===== src/rtl/csi_packet_parser.sv =====
// CSI-2 single-lane packet parser: gathers the 4-byte packet header for an external
// ECC block, classifies the corrected header and streams long-packet payload and CRC.
module csi_packet_parser #(
  parameter int          PH_SIZE   = 32,
  parameter int          ECC_SIZE  = 8,
  parameter int          DATA_SIZE = PH_SIZE - ECC_SIZE,
  parameter logic [15:0] MAX_WC    = 16'hFFFF
) (
  input  logic                 clk,
  input  logic                 rst_n,
  input  logic [7:0]           byte_in,
  input  logic                 byte_valid,
  input  logic                 sot,
  input  logic                 eot,
  output logic [PH_SIZE-1:0]   PH_in,
  input  logic [DATA_SIZE-1:0] PH_out,
  input  logic                 no_error,
  input  logic                 corrected_error,
  input  logic                 error,
  output logic                 header_valid,
  output logic [5:0]           data_type,
  output logic [1:0]           virtual_channel,
  output logic [15:0]          word_count,
  output logic                 short_packet,
  output logic                 ecc_corrected,
  output logic                 header_error,
  output logic [7:0]           payload_data,
  output logic                 payload_valid,
  output logic                 payload_last,
  output logic [15:0]          crc_rx,
  output logic                 packet_done,
  output logic                 truncated
);

  typedef enum logic [2:0] {IDLE, HDR, PAYLOAD, CRC, WAIT_EOT} state_t;

  state_t               state_q, state_d;
  logic [1:0]           idx_q, idx_d;
  logic [DATA_SIZE-1:0] hdr_q, hdr_d;
  logic [15:0]          cnt_q, cnt_d;
  logic                 header_valid_q, header_valid_d;
  logic [5:0]           data_type_q, data_type_d;
  logic [1:0]           vc_q, vc_d;
  logic [15:0]          wc_q, wc_d;
  logic                 short_q, short_d;
  logic                 ecc_corr_q, ecc_corr_d;
  logic                 header_error_q, header_error_d;
  logic [7:0]           pay_data_q, pay_data_d;
  logic                 pay_valid_q, pay_valid_d;
  logic                 pay_last_q, pay_last_d;
  logic [15:0]          crc_q, crc_d;
  logic                 done_q, done_d;
  logic                 trunc_q, trunc_d;

  logic [15:0] ph_wc;
  logic        ph_short;
  logic        hdr_bad;

  // The ECC block sees the 4th byte straight from the lane so its status is ready in the same cycle.
  assign PH_in    = (state_q == HDR && idx_q == 2'd3) ? {byte_in, hdr_q} : {8'h00, hdr_q};
  assign ph_wc    = PH_out[23:8];
  assign ph_short = PH_out[5:0] < 6'h10;
  // A status word with neither "clean" nor "corrected" set is treated as uncorrectable.
  assign hdr_bad  = error | ~(no_error | corrected_error) | ({1'b0, ph_wc} > {1'b0, MAX_WC});

  always_comb begin
    state_d        = state_q;
    idx_d          = idx_q;
    hdr_d          = hdr_q;
    cnt_d          = cnt_q;
    data_type_d    = data_type_q;
    vc_d           = vc_q;
    wc_d           = wc_q;
    short_d        = short_q;
    ecc_corr_d     = ecc_corr_q;
    pay_data_d     = pay_data_q;
    crc_d          = crc_q;
    header_valid_d = 1'b0;
    header_error_d = 1'b0;
    pay_valid_d    = 1'b0;
    pay_last_d     = 1'b0;
    done_d         = 1'b0;
    trunc_d        = 1'b0;

    if (eot) begin
      trunc_d = (state_q == HDR) || (state_q == PAYLOAD) || (state_q == CRC);
      state_d = IDLE;
      idx_d   = 2'd0;
    end else if (sot) begin
      trunc_d = (state_q == HDR && idx_q != 2'd0) || (state_q == PAYLOAD) || (state_q == CRC);
      state_d = HDR;
      idx_d   = 2'd0;
    end else if (byte_valid) begin
      case (state_q)
        HDR: begin
          case (idx_q)
            2'd0:    hdr_d[7:0]   = byte_in;
            2'd1:    hdr_d[15:8]  = byte_in;
            2'd2:    hdr_d[23:16] = byte_in;
            default: ;
          endcase
          idx_d = idx_q + 2'd1;
          if (idx_q == 2'd3) begin
            if (hdr_bad) begin
              header_error_d = 1'b1;
              state_d        = WAIT_EOT;
            end else begin
              header_valid_d = 1'b1;
              data_type_d    = PH_out[5:0];
              vc_d           = PH_out[7:6];
              wc_d           = ph_wc;
              short_d        = ph_short;
              ecc_corr_d     = corrected_error;
              if (ph_short) begin
                done_d  = 1'b1;
                state_d = WAIT_EOT;
              end else if (ph_wc == 16'd0) begin
                state_d = CRC;
              end else begin
                cnt_d   = ph_wc;
                state_d = PAYLOAD;
              end
            end
          end
        end
        PAYLOAD: begin
          pay_data_d  = byte_in;
          pay_valid_d = 1'b1;
          cnt_d       = cnt_q - 16'd1;
          if (cnt_q == 16'd1) begin
            pay_last_d = 1'b1;
            state_d    = CRC;
          end
        end
        CRC: begin
          if (idx_q == 2'd0) begin
            crc_d[7:0] = byte_in;
            idx_d      = 2'd1;
          end else begin
            crc_d[15:8] = byte_in;
            idx_d       = 2'd0;
            done_d      = 1'b1;
            state_d     = WAIT_EOT;
          end
        end
        default: ;
      endcase
    end
  end

  always_ff @(posedge clk) begin
    if (!rst_n) begin
      state_q        <= IDLE;
      idx_q          <= '0;
      hdr_q          <= '0;
      cnt_q          <= '0;
      header_valid_q <= 1'b0;
      data_type_q    <= '0;
      vc_q           <= '0;
      wc_q           <= '0;
      short_q        <= 1'b0;
      ecc_corr_q     <= 1'b0;
      header_error_q <= 1'b0;
      pay_data_q     <= '0;
      pay_valid_q    <= 1'b0;
      pay_last_q     <= 1'b0;
      crc_q          <= '0;
      done_q         <= 1'b0;
      trunc_q        <= 1'b0;
    end else begin
      state_q        <= state_d;
      idx_q          <= idx_d;
      hdr_q          <= hdr_d;
      cnt_q          <= cnt_d;
      header_valid_q <= header_valid_d;
      data_type_q    <= data_type_d;
      vc_q           <= vc_d;
      wc_q           <= wc_d;
      short_q        <= short_d;
      ecc_corr_q     <= ecc_corr_d;
      header_error_q <= header_error_d;
      pay_data_q     <= pay_data_d;
      pay_valid_q    <= pay_valid_d;
      pay_last_q     <= pay_last_d;
      crc_q          <= crc_d;
      done_q         <= done_d;
      trunc_q        <= trunc_d;
    end
  end

  assign header_valid    = header_valid_q;
  assign data_type       = data_type_q;
  assign virtual_channel = vc_q;
  assign word_count      = wc_q;
  assign short_packet    = short_q;
  assign ecc_corrected   = ecc_corr_q;
  assign header_error    = header_error_q;
  assign payload_data    = pay_data_q;
  assign payload_valid   = pay_valid_q;
  assign payload_last    = pay_last_q;
  assign crc_rx          = crc_q;
  assign packet_done     = done_q;
  assign truncated       = trunc_q;

endmodule

===== config.mk =====
export PLATFORM = sky130hd
export DESIGN_NAME = csi_packet_parser
export DESIGN_NICKNAME = d
export VERILOG_FILES = /design/src/rtl/csi_packet_parser.sv
export SDC_FILE = /design/constraint.sdc
export NUM_CORES = 1
export LEC_CHECK = 0
export ABC_CLOCK_PERIOD_IN_PS = 3900
export BUFFER_PORTS_ARGS = -buffer_cell sky130_fd_sc_hd__buf_2
export CAP_MARGIN = 20
export CORE_MARGIN = 2
export CORE_UTILIZATION = 55
export DETAILED_ROUTE_END_ITERATION = 6
export GPL_ROUTABILITY_DRIVEN = 0
export HOLD_SLACK_MARGIN = 0.12
export PLACE_DENSITY = 0.84
export REMOVE_ABC_BUFFERS = 1
export SLEW_MARGIN = 20
export SYNTH_ARGS = -nofsm -noshare
export SYNTH_HDL_FRONTEND = slang
export SYNTH_SLANG_ARGS = --single-unit

===== constraint.sdc =====
create_clock -name clk -period 3.9 [get_ports clk]
set_clock_uncertainty 0.1 [all_clocks]
set_input_delay 0.39 -clock clk [delete_from_list [all_inputs] [get_ports clk]]
set_output_delay 0.39 -clock clk [all_outputs]
set_load 0.05 [all_outputs]

# [Yosys cells after proc, flatten, opt, wreduce, memory -nomap -nowiden]
# Cells that the tools add are included.
[totals] regBits=101 input_bits=40 output_inout_bits=88 wordCells=110
[classes] add_sub_neg=2 order_cmp=1 n_eq_ne=16 mux=28 bitwise=12 n_reduce_logical=30
[op_table] operator="2-to-1 mux 16 bit" count=4
[op_table] operator="AND reduction 5 bit" count=7
[op_table] operator="2-to-1 mux 32 bit" count=1
[op_table] operator="case mux 16 bit (2 select lines)" count=1
[op_table] operator="equality test 16 x 1 -> 1 bit, second input constant" count=1
[op_table] operator="logical NOT 16 bit" count=1
[op_table] operator="subtractor 16 x 1 -> 16 bit, second input constant" count=1
[op_table] operator="2-to-1 mux 3 bit" count=5
[op_table] operator="2-to-1 mux 1 bit" count=14
[op_table] operator="NOT 1 bit" count=10
[op_table] operator="case mux 3 bit (3 select lines)" count=1
[op_table] operator="!= test 2 bit, second input constant" count=4
[op_table] operator="AND reduction 8 bit" count=1
[op_table] operator="nonzero test 2 bit" count=4
[op_table] operator="equality test 3 x 2 -> 1 bit, second input constant" count=2
[op_table] operator="< comparator 6 x 5 -> 1 bit, second input constant" count=1
[op_table] operator="!= test 3 x 2 -> 1 bit, second input constant" count=2
[op_table] operator="AND reduction 6 bit" count=1
[op_table] operator="OR reduction 6 bit" count=1
[op_table] operator="OR reduction 5 bit" count=1
[op_table] operator="equality test 2 bit, second input constant" count=2
[op_table] operator="logical OR 1 bit" count=4
[op_table] operator="!= test 2 x 1 -> 1 bit, second input constant" count=2
[op_table] operator="case mux 2 bit (2 select lines)" count=1
[op_table] operator="15 further kinds" count=17

# [Longest topological paths before layout]
[depth] depth_word=8 ltp_mapped=8 depth_no_buf=7

# [Worst setup path before layout]
# No wires, ideal clock.
[synth_path] kind="register to output" start="register idx_q[0]" end="output port PH_in[24]" t_arrival_ns=1.473 t_required_ns=3.410 path_slack_ns=1.937 path_stages_with_launch=5 n_path_buf=1 path_cell_list="dfxtp_1 -> ha_1 -> nor4bb_1 -> clkbuf_1 -> and2_1"
[synth_between] elab_chain_cells=3
[synth_rtl] element="from (decl)" line_no="38" rtl="logic [1:0] idx_q, idx_d;"
[synth_rtl] element="from (signal assigned)" line_no="172" rtl="idx_q <= idx_d;"
[synth_rtl] element="equality test 2 bit" line_no="60" rtl="assign PH_in = (state_q == HDR && idx_q == 2'd3) ? {byte_in, hdr_q} : {8'h00, hdr_q};"
[synth_rtl] element="logical AND 1 bit" line_no="60"
[synth_rtl] element="2-to-1 mux 32 bit" line_no="60"
[synth_rtl] element="to (decl)" line_no="15" rtl="output logic [PH_SIZE-1:0] PH_in,"
# Every way passes these cells.

# [Final worst setup path]
[layout_path] start="register state_q[1]" end="register cnt_q[1]"
[layout_between] elab_chain_cells=3 word_cells_on_any_way=9 classes_between="eq/ne: 6; mux: 1; reduce/logical: 2"
[layout_rtl] element="from (decl)" line_no="37" rtl="state_t state_q, state_d;"
[layout_rtl] element="from (signal assigned)" line_no="171" rtl="state_q <= state_d;"
[layout_rtl] element="equality test 3 x 1 -> 1 bit or equality test 3 x 2 -> 1 bit (tied branches)" line_no="94" rtl="case (state_q)"
[layout_rtl] element="!= test 2 bit (no line), or another cell as far along"
[layout_rtl] element="AND reduction 8 bit (no line)"
[layout_rtl] element="to (signal assigned)" line_no="174" rtl="cnt_q <= cnt_d;"
[layout_rtl] element="to (decl)" line_no="40" rtl="logic [15:0] cnt_q, cnt_d;"
# Several ways; a longest one is shown, not always the timed one.
# A chain may end at the register's enable or synchronous reset.

==> reports/qor.csv <==
stage;metric;value;unit
run;drv_cap;0;
routing;first_pass_iters;5;
worst_setup_path;cp-start-kind;register;
final_layout;fillCellCount;679;
clocking;cts-root-buf;clkbuf_8;
timing;finalCritPeriodShare;62.58;%
clocking;cts_num_sinks;101;
global_route;antenna_found_initial;0;
timing;worstMarginPinSlew;1015;ps
worst_hold_path;hold_depth;3;
final_layout;nNetsFinal;692;
worst_setup_path;cp_max_fo;25;
die;fp.dieW;95;um
routing;drt_wl_total;11450;um
pwr;p_leak;2.329;nW
worst_setup_path;r2r-end;cnt_q[1];
clocking;post_cts_resized;0;
final_layout;multi_input_comb_area;2371;um2
placement;io_buffer_count;127;
global_route;busiest_layer;met2;
clocking;cts_inserted_buffers;9;
placement;dp.final_hpwl;8288;um
clocking;postCtsSetupBuffers;0;
outcome;status;complete, no violations;
timing;finalHoldViolCount;0;
die;die_area;9025;um2
final_layout;seqCellArea;2022;um2
logic_synthesis;syn_inst;537;
routing;vias_per_cell;5.479;
timing;fmax;409.7;MHz
timing;whs;167.9;ps
timing;period_needed;2441;ps
worst_hold_path;min_to;data_type[2];
clocking;cts_tree;done;
global_route;met2_usage;40.84;%
worst_setup_path;worstRegToRegCells;6;
logic_synthesis;ys.flop_type;dfxtp_1;
global_route;grt_use_met3;4.629;%
worst_hold_path;hp-class;input port to register;
worst_setup_path;end_kind;register;
logic_synthesis;yosys_warnings;0;
routing;final_antenna_net_count;0;
die;die_h;95;um
worst_setup_path;crit_arrival;2620;ps
routing;drt-initial-drc-count;264;
die;start_util;55.99;%
global_route;met1_usage;33.38;%
worst_hold_path;hp-start;PH_out[2];
clocking;cts_hold_buffers;0;
worst_setup_path;worstReg2RegStart;state_q[1];
final_layout;drive_above_1_share;24.31;%
routing;vias;4137;
timing;relSlewSlack;32.33;%
pwr;p_per_area;338.8;nW/um2
die;rows;33;
clocking;cts_max_path_buffers;2;
logic_synthesis;seq_area_frac_synth;44.40;%
timing;setup_viol;0;
logic_synthesis;ys_ff_latch;101;
logic_synthesis;synth_edf_count;0;
logic_synthesis;ys_types;54;
routing;drc_errors;0;
timing;grt_setup_unrepaired;no;
clocking;htreeDepth;3;
clocking;clk_pin_slew;100;ps
final_layout;area_delta_synth_final;19.45;%
timing;finalMaxSlewViolations;0;
worst_setup_path;required;4080;ps
pwr;ir_worst_vdd;0.1952;mV
global_route;gr-usage-all-layers;25.08;%
die;io_pins;128;
worst_setup_path;startpoint;state_q[1];
routing;wl_per_cell;15.16;um
global_route;grt_pass1_wl;17740;um
logic_synthesis;async_flop_share;0;%
global_route;grt_overflow;0;
logic_synthesis;avgSynthCellArea;8.481;um2
worst_setup_path;critical_path_class;register to register;
logic_synthesis;synth_area;4554;um2
global_route;grt_start_max_net_pins;71;
worst_setup_path;r2r_slack;1460;ps
final_layout;antenna_cells;0;
global_route;grt_pass1_vias;3689;
die;core;8134;um2
timing;finalSetupTns;0;ps
clocking;insertion_delay;360;ps
-- synth_stat cells (6+ instances only) --
cell      instances  area, um2
nor2_1           20      75.07
dfxtp_1         101       2022
ha_1              6      75.07
nor2b_1          18      112.6
nor4_1            7      43.79
a21oi_1          15      75.07
o21ai_0          12      60.06
buf_2            10      50.05
mux2i_1          16      160.2
inv_1             6      22.52
nand2_1         124      465.5
nor3_1            7      35.03
and2_1           13      81.33
clkbuf_1         25      93.84
a21boi_0         63      473.0
nand3_1          29      145.1
-- registers in the layout (all words and copies together), names as in the netlist --
name             flops
hdr_q               24
cnt_q               16
crc_rx              16
word_count          16
payload_data         8
data_type            6
state_q              3
idx_q                2
virtual_channel      2
ecc_corrected        1
header_error         1
header_valid         1
packet_done          1
payload_last         1
payload_valid        1
short_packet         1
truncated            1
-- cells in the final DEF (no fill, tap or decap), drive strengths merged, types with 2 or more instances in the layout --
cell    instances
a211o           4
a21boi         67
a21o            4
a21oi          15
and2           13
and3            4
buf           133
bufinv          2
clkbuf         10
dfxtp         101
ha              6
inv             7
mux2i          16
nand2         124
nand2b          2
nand3          29
nand3b          3
nor2           20
nor2b          18
nor3            8
nor3b           5
nor4            9
nor4b           2
nor4bb          2
o211ai          4
o21a            2
o21ai          12
or2             2
or3             3
or3b            2
or4             3
xnor2           2
-- worst max path at each step --
stage                          end  slack, ps  depth (start not counted)
after floorplan           cnt_q[1]        790                          5
final                     cnt_q[1]       1460                          6
after global placement    cnt_q[2]       1460                          7
after CTS                 cnt_q[1]       1480                          6
after global routing      cnt_q[2]       1230                          6
after detailed placement  cnt_q[2]       1340                          7
-- through the flow --
stage	worst slack (ps)	instance area, um2	total power, mW	utilization, %	instances
after CTS	1479	5440	1.843	66.88	755
after global routing	1231	5440	1.897	66.88	755
after detailed placement	1338	5228	1.149	64.27	740
after global placement	1459	5228	1.147	64.27	740
after floorplan	786.9	4410	1.089	-	502
final	1459	5440	1.843	66.88	755
-- cell families (layout without fill, tap and decap cells) --
kind of cell,after synthesis,after routing,share of synthesized area (%)
and+or+nand+nor,253,253,27.88
AOI/OAI and AO/OA,117,117,18.32
DFF,101,101,44.40
buffers and inverters,41,154,3.654
muxes,16,16,3.516
adders and majority gates,6,6,1.648
xor gates and xnor gates,3,3,0.5770
-- critical path, cell delays in order (launching register included) --
cell and delay (ps):
dfxtp_1 440, nor3b_2 220, and2_1 290, a41oi_2 840, buf_4 270, nand2_1 50
a21boi_0 160
-- final cells by class --
type,instances,share of cell area (%)
timing repair buffer,133,12.51
clock buffer,10,2.346
sequential,101,37.17
inverter,6,0.4140
multi-input combinational,395,43.58
tap,105,2.415
clock inverter,5,1.564
-- per-layer routing --
metal  vias to the layer above  routed length [um]
met3                        20                 674
met2                       143                5582
met5                         -                   0
met4                         0                 191
met1                      1920                4997
li1                       2054                   -
-- power by group --
part	leakage (nW)	internal (mW)	switching (mW)
logic	1.41	0.0363	0.0560
clock network	0.103	0.362	0.355
registers	0.813	1.03	0.00194
total	2.33	1.43	0.413
Power figures use the tool's default switching activity.
